$ cat config.mk
export PLATFORM = sky130hd
export DESIGN_NAME = tmr_fault_monitor
export DESIGN_NICKNAME = d
export VERILOG_FILES = /design/src/rtl/tmr_mon_pkg.sv /design/src/rtl/tmr_vote3.sv /design/src/rtl/tmr_fault_monitor.sv
export SDC_FILE = /design/constraint.sdc
export NUM_CORES = 1
export LEC_CHECK = 0
export BUFFER_PORTS_ARGS = -buffer_cell sky130_fd_sc_hd__buf_2
export CAP_MARGIN = 0
export CORE_MARGIN = 2
export CORE_UTILIZATION = 35
export DETAILED_ROUTE_END_ITERATION = 6
export MAX_ROUTING_LAYER = met4
export PLACE_DENSITY = 0.61
export SETUP_SLACK_MARGIN = 0.5
export SLEW_MARGIN = 20
export SYNTH_ARGS = -nofsm -noshare
export SYNTH_HDL_FRONTEND = slang
export SYNTH_HIERARCHICAL = 1
export SYNTH_SLANG_ARGS = --single-unit
$ cat constraint.sdc
create_clock -name clk -period 2.5 [get_ports clk]
set_clock_uncertainty 0.15 [all_clocks]
set_input_delay 0.375 -clock clk [delete_from_list [all_inputs] [get_ports clk]]
set_output_delay 0.375 -clock clk [all_outputs]
set_load 0.03 [all_outputs]
$ cat src/rtl/tmr_mon_pkg.sv
`default_nettype none
// +--------------------------------------------------------------------+
// | tmr_mon_pkg : shared types for the TMR voter and fault monitor     |
// | Rev 1.0                                                            |
// +--------------------------------------------------------------------+
package tmr_mon_pkg;

  typedef enum logic [2:0] {
    IDLE    = 3'd0,
    CONFIRM = 3'd1,
    REPAIR  = 3'd2,
    VERIFY  = 3'd3,
    FATAL   = 3'd4
  } state_e;

  typedef enum logic [2:0] {
    FI_NONE  = 3'd0,
    FI_R1    = 3'd1,
    FI_R2    = 3'd2,
    FI_R3    = 3'd3,
    FI_MULTI = 3'd4
  } fault_class_e;

  localparam logic [1:0] IDX_NONE = 2'd0;

  function automatic logic is_single(input fault_class_e c);
    return (c == FI_R1) || (c == FI_R2) || (c == FI_R3);
  endfunction

  function automatic logic [1:0] class_idx(input fault_class_e c);
    case (c)
      FI_R1:   return 2'd1;
      FI_R2:   return 2'd2;
      FI_R3:   return 2'd3;
      default: return IDX_NONE;
    endcase
  endfunction

endpackage
`default_nettype wire

$ cat src/rtl/tmr_vote3.sv
`default_nettype none
// +--------------------------------------------------------------------+
// | tmr_vote3 : bitwise 2-of-3 majority and disagreement classifier    |
// | Rev 1.0                                                            |
// +--------------------------------------------------------------------+
module tmr_vote3
  import tmr_mon_pkg::*;
#(
  parameter int WIDTH = 4
) (
  input  logic [WIDTH-1:0] i_a,
  input  logic [WIDTH-1:0] i_b,
  input  logic [WIDTH-1:0] i_c,
  output logic [WIDTH-1:0] o_vote,
  output fault_class_e     o_class
);

  logic w_ab;
  logic w_bc;
  logic w_ac;

  assign o_vote = (i_a & i_b) | (i_b & i_c) | (i_a & i_c);
  assign w_ab   = (i_a == i_b);
  assign w_bc   = (i_b == i_c);
  assign w_ac   = (i_a == i_c);

  // The odd one out is the replica absent from the only equal pair.
  always_comb begin
    o_class = FI_MULTI;
    if (w_ab && w_bc)
      o_class = FI_NONE;
    else if (w_ab)
      o_class = FI_R3;
    else if (w_ac)
      o_class = FI_R2;
    else if (w_bc)
      o_class = FI_R1;
  end

endmodule
`default_nettype wire

$ cat src/rtl/tmr_fault_monitor.sv
`default_nettype none
// +--------------------------------------------------------------------+
// | tmr_fault_monitor : registered TMR vote, fault classification and  |
// | scrub-back repair. Optional TMR_FAULT_LOG_EN adds a fault log.     |
// | Rev 1.0                                                            |
// +--------------------------------------------------------------------+
module tmr_fault_monitor
  import tmr_mon_pkg::*;
#(
  parameter int WIDTH     = 4,
  parameter int PERSIST   = 2,
  parameter int MAX_RETRY = 2,
  parameter int CNT_W     = 8
) (
  input  logic             clk,
  input  logic             rst,
  input  logic [WIDTH-1:0] q_1,
  input  logic [WIDTH-1:0] q_2,
  input  logic [WIDTH-1:0] q_3,
  input  logic             clear_cnt,
  output logic [WIDTH-1:0] q_voted,
  output logic             fault_active,
  output logic [1:0]       fault_idx,
  output logic [2:0]       repair_load,
  output logic [WIDTH-1:0] repair_val,
  output logic [CNT_W-1:0] fault_cnt,
  output logic             fatal
`ifdef TMR_FAULT_LOG_EN
  ,
  output logic [WIDTH-1:0] last_bad_val,
  output logic [1:0]       last_bad_idx
`endif
);

  // Headroom of one count so persist+1 never wraps, even when PERSIST==1.
  localparam int PW = $clog2(PERSIST + 2);
  localparam int RW = $clog2(MAX_RETRY + 1);

  state_e           r_state;
  state_e           w_state_nxt;
  logic [WIDTH-1:0] r_vote;
  logic [1:0]       r_idx;
  logic [1:0]       w_idx_nxt;
  logic [PW-1:0]    r_persist;
  logic [PW-1:0]    w_persist_nxt;
  logic [PW-1:0]    w_persist_inc;
  logic [RW-1:0]    r_retry;
  logic [RW-1:0]    w_retry_nxt;
  logic [CNT_W-1:0] r_cnt;

  logic [WIDTH-1:0] w_vote;
  fault_class_e     w_class;
  logic             w_single;
  logic [1:0]       w_cls_idx;

  tmr_vote3 #(.WIDTH(WIDTH)) u_vote (
    .i_a     (q_1),
    .i_b     (q_2),
    .i_c     (q_3),
    .o_vote  (w_vote),
    .o_class (w_class)
  );

  assign w_single      = is_single(w_class);
  assign w_cls_idx     = class_idx(w_class);
  assign w_persist_inc = r_persist + PW'(1);

  always_ff @(posedge clk or negedge rst) begin
    if (!rst)
      r_state <= IDLE;
    else
      r_state <= w_state_nxt;
  end

  always_comb begin
    w_state_nxt   = r_state;
    w_idx_nxt     = r_idx;
    w_persist_nxt = r_persist;
    w_retry_nxt   = r_retry;
    case (r_state)
      IDLE: begin
        if (w_class == FI_MULTI) begin
          w_state_nxt = FATAL;
        end else if (w_single) begin
          w_idx_nxt     = w_cls_idx;
          w_persist_nxt = PW'(1);
          w_state_nxt   = (PERSIST == 1) ? REPAIR : CONFIRM;
        end
      end
      CONFIRM: begin
        if (w_class == FI_MULTI) begin
          w_state_nxt = FATAL;
        end else if (!w_single) begin
          w_state_nxt   = IDLE;
          w_idx_nxt     = IDX_NONE;
          w_persist_nxt = '0;
        end else if (w_cls_idx == r_idx) begin
          w_persist_nxt = w_persist_inc;
          if (w_persist_inc >= PW'(PERSIST))
            w_state_nxt = REPAIR;
        end else begin
          w_idx_nxt     = w_cls_idx;
          w_persist_nxt = PW'(1);
          if (PERSIST == 1)
            w_state_nxt = REPAIR;
        end
      end
      REPAIR: begin
        w_state_nxt   = VERIFY;
        w_retry_nxt   = r_retry + RW'(1);
        w_persist_nxt = '0;
      end
      VERIFY: begin
        if (w_class == FI_MULTI) begin
          w_state_nxt = FATAL;
        end else if (!w_single) begin
          w_state_nxt = IDLE;
          w_idx_nxt   = IDX_NONE;
          w_retry_nxt = '0;
        end else if (w_cls_idx == r_idx) begin
          w_state_nxt = (r_retry < RW'(MAX_RETRY)) ? REPAIR : FATAL;
        end else begin
          w_state_nxt   = CONFIRM;
          w_idx_nxt     = w_cls_idx;
          w_retry_nxt   = '0;
          w_persist_nxt = PW'(1);
        end
      end
      FATAL: begin
        w_state_nxt = FATAL;
      end
      default: begin
        w_state_nxt = IDLE;
      end
    endcase
  end

  always_ff @(posedge clk or negedge rst) begin
    if (!rst) begin
      r_vote    <= '0;
      r_idx     <= IDX_NONE;
      r_persist <= '0;
      r_retry   <= '0;
      r_cnt     <= '0;
    end else begin
      r_vote    <= w_vote;
      r_idx     <= w_idx_nxt;
      r_persist <= w_persist_nxt;
      r_retry   <= w_retry_nxt;
      // A clear in the same cycle as a repair discards that repair's count.
      if (clear_cnt)
        r_cnt <= '0;
      else if ((r_state == REPAIR) && (r_cnt != {CNT_W{1'b1}}))
        r_cnt <= r_cnt + CNT_W'(1);
    end
  end

  // Strobe decodes straight from the state register so reset kills it at once.
  always_comb begin
    repair_load = 3'b000;
    repair_val  = '0;
    if (r_state == REPAIR) begin
      repair_val = w_vote;
      case (r_idx)
        2'd1:    repair_load = 3'b001;
        2'd2:    repair_load = 3'b010;
        2'd3:    repair_load = 3'b100;
        default: repair_load = 3'b000;
      endcase
    end
  end

  assign q_voted      = r_vote;
  assign fault_idx    = r_idx;
  assign fault_cnt    = r_cnt;
  assign fatal        = (r_state == FATAL);
  assign fault_active = (r_state == CONFIRM) || (r_state == REPAIR) || (r_state == VERIFY);

`ifdef TMR_FAULT_LOG_EN
  logic [WIDTH-1:0] r_bad_val;
  logic [1:0]       r_bad_idx;
  logic [WIDTH-1:0] w_bad_val;

  always_comb begin
    case (w_idx_nxt)
      2'd1:    w_bad_val = q_1;
      2'd2:    w_bad_val = q_2;
      2'd3:    w_bad_val = q_3;
      default: w_bad_val = '0;
    endcase
  end

  always_ff @(posedge clk or negedge rst) begin
    if (!rst) begin
      r_bad_val <= '0;
      r_bad_idx <= IDX_NONE;
    end else if (clear_cnt) begin
      r_bad_val <= '0;
      r_bad_idx <= IDX_NONE;
    end else if ((w_state_nxt == REPAIR) && (r_state != REPAIR)) begin
      r_bad_val <= w_bad_val;
      r_bad_idx <= w_idx_nxt;
    end
  end

  assign last_bad_val = r_bad_val;
  assign last_bad_idx = r_bad_idx;
`endif

endmodule
`default_nettype wire
==> parameters.txt, run 1 <==
Parameter                              Value

Placed design
  Routability congestion estimate from global placement ... 0.812
  Quantity of I/O buffers inserted on ports ... 37
  # placed instances ... 257
  Placed wire-length estimate after detailed placement ... 2.78 mm
  Pre-CTS WS ... -0.443 ns

STA
  Fmax ... 0.388 GHz
  Setup repair after global routing missed its margin ... true
  Final worst slack ... -0.0755 ns
  Period minus WS final ... 2.58 ns
  Pin slew with the least headroom to its limit ... 0.539 ns
  Final hold violations ... 0
  Final cycle utilization of the critical path ... 1.03
  Final setup violation count ... 7
  Relative slew slack ... 0.631
  Fin. max-slew vios ... 0

Clock tree
  Clock sink count ... 21
  CTS tree ... done
  Clock root buffer master ... clkbuf_8
  Clk Latency, worst-skew pair ... 0.26 ns
  Maximum clock insertion buffer count ... 2
  Number of clock buffers inserted by TritonCTS ... 3
  Clock transition time at the flip-flop clock pins of the worst setup and hold paths ... 0.07 ns
  Number of H-tree levels ... 1

Cells and area
  Layout fillers ... 369
  # diodes ... 0
  Post-route insts no fill ... 270
  # nets final ... 249
  Fraction of final layout cells with drive strength greater than 1 ... 0.482
  Syn-to-layout area delta ... 51.9%

Power
  Net switching share of the total power ... 0.273
  Leakage power total ... 1.01 nW
  Power per unit of standard cell area ... 337 mW/mm^2
  Switching power ... 0.000209 W
  Flop pwr share ... 0.459
  Internal power consumption ... 0.000556 W
  Logic gate share of total power ... 0.252
  Maximum VDD drop ... 162 uV
  Share of total power in the clock network ... 0.289

GRT
  Number of antenna violations at the first check in global routing ... 0
  GRT Resource Usage Total ... 0.160
  Wire length of the first global-routing pass ... 6.22 mm
  Pin count of the biggest net entering global routing ... 22
  GRT overflow ... 0
  Number of global-route vias before repair ... 1408

Floorplanning
  Chip width ... 69.3 microns
  Die span in y ... 69.3 microns
  Floorplan die area ... 0.00480 sq mm
  Standard cell core area ... 0.00406 sq mm
  Top-level I/O count ... 38
  Starting density of the core ... 0.368
  Std cell rows ... 23

Logic synthesis
  Gate count after technology mapping ... 160
  Top cells by area in the synthesized netlist ... dfrtp_1 35%, ha_1 11%, nor2_1 3.5%
  Leading cell type by number of instances after synthesis ... dfrtp_1
  Synth Flop Type ... dfrtp_1
  Warnings, synthesis ... 6
  Netlist area before placement ... 0.00149 sq mm
  Share of flip-flops with an asynchronous set or reset ... 1.00
  Top-area cell type share of the netlist area ... 0.352
  Ranking of synthesized cells by instance count ... 21 x dfrtp_1, 14 x nor2_1, 13 x ha_1
  Sequential cell area fraction in the yosys report ... 0.352
  Seq cells post-synth ... 21
  Mean cell area of the mapped netlist ... 9.33 sq um
  Count of different cell masters after synthesis ... 46
  Net count after synthesis ... 188
  Number of enable flip-flop cells after synthesis ... 0
  Dominant cell type by area after synthesis ... dfrtp_1

Route
  Residual antenna-violating net count after detailed routing ... 0
  Detailed Route WL ... 3.71 mm
  Length of the first detailed-routing pass in iterations ... 4
  Drt first-iter violations ... 65
  Via density ... 5.18
  Post-route DRC ... 0
  Routed length per instance ... 13.7 microns
  Vias after detailed routing ... 1398

Worst setup path
  Critical path class ... in -> reg
  Maximum fanout encountered on the critical timing path ... 8
  Endpoint type of the worst setup path ... register
  Worst EP arrival ... 2.62 ns
  Type of origin of the critical path ... input port
  Required time worst endpoint ... 2.54 ns

Worst hold path
  Tightest Hold Check Type ... in -> reg

Outcome
  Result of the run ... finished with violations
  Violated checks ... negative setup slack

Job
  # Max-Cap Violations ... 0
==> routing by layer <==
layer / vias up / routed length [microns] / track usage
met1: 666 / 1610 / 0.183
met2: 26 / 1950 / 0.286
met4: 0 / 33 / 0.0545
met5: - / 0 / -
li1: 704 / - / -
met3: 2 / 107 / 0.0218
==> timing repair <==
action	4_1_cts	5_1_grt
hold buffers	1	0
endpoints found under the hold margin	21	0
setup buffers	2	6
endpoints found under the setup margin	16	20
pin swaps	2	7
resized for setup	20	32
gates cloned	0	0
==> power groups by stage <==
stage / registers (W) / clock network (W) / logic (W)
floorplan: 0.000369 / 0 / 0.0000846
global placement: 0.000357 / 0 / 0.000163
detailed placement: 0.000357 / 0 / 0.000170
CTS: 0.000351 / 0.000227 / 0.000186
global route: 0.000352 / 0.000246 / 0.000214
finish: 0.000350 / 0.000221 / 0.000193
==> worst max-delay path: stages <==
cell and delay, ns:
buf_8 0.10, ha_4 0.22, or4_4 0.56, nor2b_4 0.16, or4b_4 0.53, o32a_4 0.25
a311o_1 0.36, nand3_1 0.06
==> cell families after synthesis <==
kind of cell               share of synthesized area
buffers and inverters                         0.0436
xor gates and xnor gates                      0.0293
and+or+nand+nor                                0.281
DFF                                            0.352
AOI/OAI and AO/OA                              0.150
muxes                                         0.0352
adders and majority gates                      0.109
==> through the flow <==
| stage | total power [W] | instance area (sq um) | setup TNS [ns] | hold WS, ns | util |
|---|---|---|---|---|---|
| CTS | 0.000763 | 2140 | -0.197 | 0.234 | 0.527 |
| global route | 0.000812 | 2270 | -0.568 | 0.236 | 0.559 |
| finish | 0.000764 | 2270 | -0.233 | 0.241 | 0.559 |
| floorplan | 0.000453 | 1640 | -0.954 | -0.0706 | - |
| global placement | 0.000520 | 1980 | -2.94 | 0.204 | 0.488 |
| detailed placement | 0.000528 | 1980 | -3.32 | 0.218 | 0.488 |
==> registers in the layout, indices dropped and copies added, names as in the netlist <==
signal	cells
r_persist	2
r_retry	2
q_voted	4
fault_cnt	8
fault_idx	2
r_state	3
==> cell usage in the layout (no fill, tap or decap), types with 2 or more instances in the layout <==
cell type / count
and3_1: 3
buf_2: 24
inv_1: 5
nand4_1: 4
buf_6: 9
nor3_2: 2
buf_8: 2
nand3_1: 4
a21oi_1: 4
ha_1: 4
or3_1: 2
mux2_2: 2
nor4_4: 2
buf_4: 28
xnor2_1: 4
o21ai_0: 2
ha_4: 9
dfrtp_2: 3
dfrtp_1: 18
a21o_1: 3
o21bai_1: 2
nand2_1: 8
a22oi_1: 2
mux2i_1: 3
or3_4: 2
nand2b_1: 7
nor3_1: 3
a31o_2: 2
and2_1: 4
nor2_1: 13
clkbuf_8: 3
a311o_1: 3
nor2b_1: 4
or4_4: 2
==> final timing paths <==
| kind | start | end | slack (ns) | depth (start not counted) |
|---|---|---|---|---|
| worst max-delay path | q_3[2] | fault_idx[0]$_DFFE_PN0P_ | -0.08 | 8 |
| max in group asynchronous | rst | r_state[2]$_DFFE_PN0P_ | 1.40 | 2 |
| worst min register to register | r_persist[1]$_DFFE_PN0P_ | r_persist[1]$_DFFE_PN0P_ | 0.36 | 1 |
| worst max register to register | fault_cnt[0]$_DFFE_PN0P_ | fault_cnt[5]$_DFFE_PN0P_ | 0.55 | 5 |
| min in group asynchronous | rst | fault_cnt[7]$_DFFE_PN0P_ | 0.45 | 2 |
| worst min-delay path | clear_cnt | fault_cnt[3]$_DFFE_PN0P_ | 0.24 | 2 |
==> cell type report <==
type | count | area (sq um) | area share
inverter | 6 | 22.5 | 0.00993
sequential | 21 | 529 | 0.233
timing repair buffer | 64 | 472 | 0.208
tap | 50 | 62.6 | 0.0276
clock buffer | 4 | 45.0 | 0.0199
multi-input combinational | 125 | 1140 | 0.501
Note: power is estimated with default switching activity, not from simulation.
==> inputs of run 2 (changes only) <==
- ABC_AREA: unset -> 1
- PLACE_DENSITY: 0.61 -> 0.6
==> parameters.txt, run 2 <==
Parameter                              Value

Floorplanning
  Standard cell core area ... 0.00429 sq mm
  Std cell rows ... 24
  Floorplan die area ... 0.00494 sq mm
  Starting density of the core ... 0.358
  Chip width ... 70.3 microns
  Top-level I/O count ... 38
  Die span in y ... 70.3 microns

Placed design
  Area after DPL ... 0.00179 sq mm
  Placed wire-length estimate after detailed placement ... 2.50 mm
  Routability congestion estimate from global placement ... 0.814
  Quantity of I/O buffers inserted on ports ... 37

Worst setup path
  Largest stage delay on the critical path ... 0.30 ns
  Required time worst endpoint ... 2.51 ns
  Cell seen most often among critical-path stages ... nand2_1
  Worst EP arrival ... 1.99 ns
  Master of the slowest instance on the critical path ... nor3_4
  Maximum fanout encountered on the critical timing path ... 4
  List of cells traversed by the critical path ... buf_2 -> ha_1 -> nor2_1 -> nand3_1 -> nand2_2 -> o21ai_4 -> nor3_4 -> inv_2 -> a21oi_2 -> o21ai_2 -> nand2_1 -> nand2_1
  Endpoint type of the worst setup path ... register
  Type of origin of the critical path ... input port
  Count of buffer and inverter cells on the critical path ... 2
  Critical path class ... in -> reg
  Family of cells with the greatest summed delay on the critical path ... simple AND/OR/NAND/NOR gates

STA
  Final cycle utilization of the critical path ... 0.795
  Period minus WS final ... 1.99 ns
  Post-route setup TNS ... 0 ns
  Fmax ... 0.503 GHz
  Setup repair after global routing missed its margin ... true
  Fin. max-slew vios ... 0
  Final setup violation count ... 0
  Relative slew slack ... 0.675
  Hold WS ... 0.155 ns
  Final hold violations ... 0
  Pin slew with the least headroom to its limit ... 0.487 ns

Clock tree
  Clock sink count ... 21
  Number of H-tree levels ... 1
  CTS tree ... done
  Clock transition time at the flip-flop clock pins of the worst setup and hold paths ... 0.08 ns
  Maximum clock insertion buffer count ... 2
  Number of clock buffers inserted by TritonCTS ... 3
  Clk Latency, worst-skew pair ... 0.26 ns
  Clock root buffer master ... clkbuf_8

Route
  Routed length per instance ... 12.3 microns
  Post-route DRC ... 0
  Drt first-iter violations ... 61
  Length of the first detailed-routing pass in iterations ... 4
  Residual antenna-violating net count after detailed routing ... 0
  Via density ... 4.89
  Detailed Route WL ... 3.83 mm
  Vias after detailed routing ... 1521

Logic synthesis
  Leading cell type by number of instances after synthesis ... nand2_1
  Synth Flop Type ... dfrtp_1
  Netlist area before placement ... 0.00154 sq mm
  Top cells by area in the synthesized netlist ... dfrtp_1 34%, nand2_1 14%, ha_1 11%
  Number of enable flip-flop cells after synthesis ... 0
  Ranking of synthesized cells by instance count ... 57 x nand2_1, 25 x inv_1, 24 x nor2_1
  Share of flip-flops with an asynchronous set or reset ... 1.00
  Mean cell area of the mapped netlist ... 7.19 sq um
  Top-area cell type share of the netlist area ... 0.341
  Seq cells post-synth ... 21
  Gate count after technology mapping ... 214
  Dominant cell type by area after synthesis ... dfrtp_1
  Count of different cell masters after synthesis ... 25
  Warnings, synthesis ... 6
  Sequential cell area fraction in the yosys report ... 0.341
  Net count after synthesis ... 242

Outcome
  Result of the run ... completed

Job
  # Max-Cap Violations ... 0

Cells and area
  Fraction of final layout cells with drive strength greater than 1 ... 0.405
  Post-route cell area ... 0.00218 sq mm
  Max FFs per register ... 8
  # nets final ... 288
  Final core utilization ... 0.507
  # diodes ... 0
  Commonest cells after routing, fill and taps aside ... 44 x nand2_1, 26 x buf_2, 24 x inv_1, 21 x dfrtp_1, 18 x nor2_1
  Most common cell after layout, fill and taps aside ... nand2_1
  Syn-to-layout area delta ... 41.5%
  Layout fillers ... 430

GRT
  Wire length of the first global-routing pass ... 5.69 mm
  GRT overflow ... 0
  Number of global-route vias before repair ... 1338
  GRT Resource Usage Total ... 0.144
  Number of antenna violations at the first check in global routing ... 0
  Pin count of the biggest net entering global routing ... 22

Power
  Final total power ... 0.000937 W
  Leakage power total ... 1.11 nW
  Maximum VDD drop ... 328 uV
  Power per unit of standard cell area ... 430 mW/mm^2

Worst hold path
  Tightest Hold Check Type ... in -> reg
-- run 2: cell count changes after synthesis, sizes merged, moves of 5 or more --
cell,previous run,this run
nor2,14,32
nor2b,5,0
nand3,4,21
inv,6,32
nand2b,8,0
nand2,10,59
buf,5,0
-- run 2: cells by family after synthesis --
kind of cell | Yosys count | synth area share
xor+xnor | 5 | 0.0285
fa+ha+maj | 13 | 0.106
simple gates | 127 | 0.383
compound gates | 15 | 0.0610
flops | 21 | 0.341
buf+inv | 33 | 0.0805
-- run 2: final cells by class --
cell class,count,area (sq um),share of cell area
clock buffers,4,45.0,0.0207
repair buffers,42,290,0.133
well taps,52,65.1,0.0299
multi-input cells,160,1130,0.518
flip-flops and latches,21,526,0.241
inverters,32,123,0.0563
-- run 2: routing by layer --
metal  vias to the layer above  wire (microns)  GRT usage
li1                        772               -          -
met1                       696            1630      0.179
met2                        45            1920      0.237
met3                         8             192     0.0361
met4                         0              86     0.0342
met5                         -               0          -
-- run 2: worst paths after layout --
check | cells past startpoint | slack [ns] | end | from
max | 12 | 0.51 | r_state[0]$_DFFE_PN0P_ | q_3[1]
min | 2 | 0.16 | fault_cnt[0]$_DFFE_PN0P_ | clear_cnt
max reg2reg | 7 | 0.87 | r_state[1]$_DFFE_PN0P_ | r_state[2]$_DFFE_PN0P_
min reg2reg | 2 | 0.35 | r_persist[1]$_DFFE_PN0P_ | r_persist[1]$_DFFE_PN0P_
max in group asynchronous | 2 | 1.41 | fault_idx[0]$_DFFE_PN0P_ | rst
min in group asynchronous | 2 | 0.45 | fault_cnt[4]$_DFFE_PN0P_ | rst
-- run 2: worst register-to-register path: cells and delay by family, from the launching register on --
kind | cells | cell delay, ns
simple gates | 4 | 0.71
compound gates | 1 | 0.08
flops | 1 | 0.45
buf+inv | 2 | 0.19
-- run 2: timing repair --
action	CTS	global route
endpoints found under the hold margin	21	0
setup buffers	0	4
gates resized for setup	3	65
endpoints found under the setup margin	4	16
hold buffers	1	0
pin swaps	0	22
-- run 2: metrics by stage --
step / cells / setup WS [ns]
CTS: 307 / 0.504
global placement: 302 / 0.171
detailed placement: 302 / 0.167
finish: 311 / 0.514
floorplan: 214 / 0.451
global route: 311 / 0.416
-- run 2: power breakdown --
| group | switching, W | total [W] | leakage (nW) | internal (W) |
|---|---|---|---|---|
| clock network | 0.000114 | 0.000228 | 0.0228 | 0.000114 |
| registers | 0.0000334 | 0.000405 | 0.272 | 0.000372 |
| logic | 0.000175 | 0.000303 | 0.815 | 0.000128 |
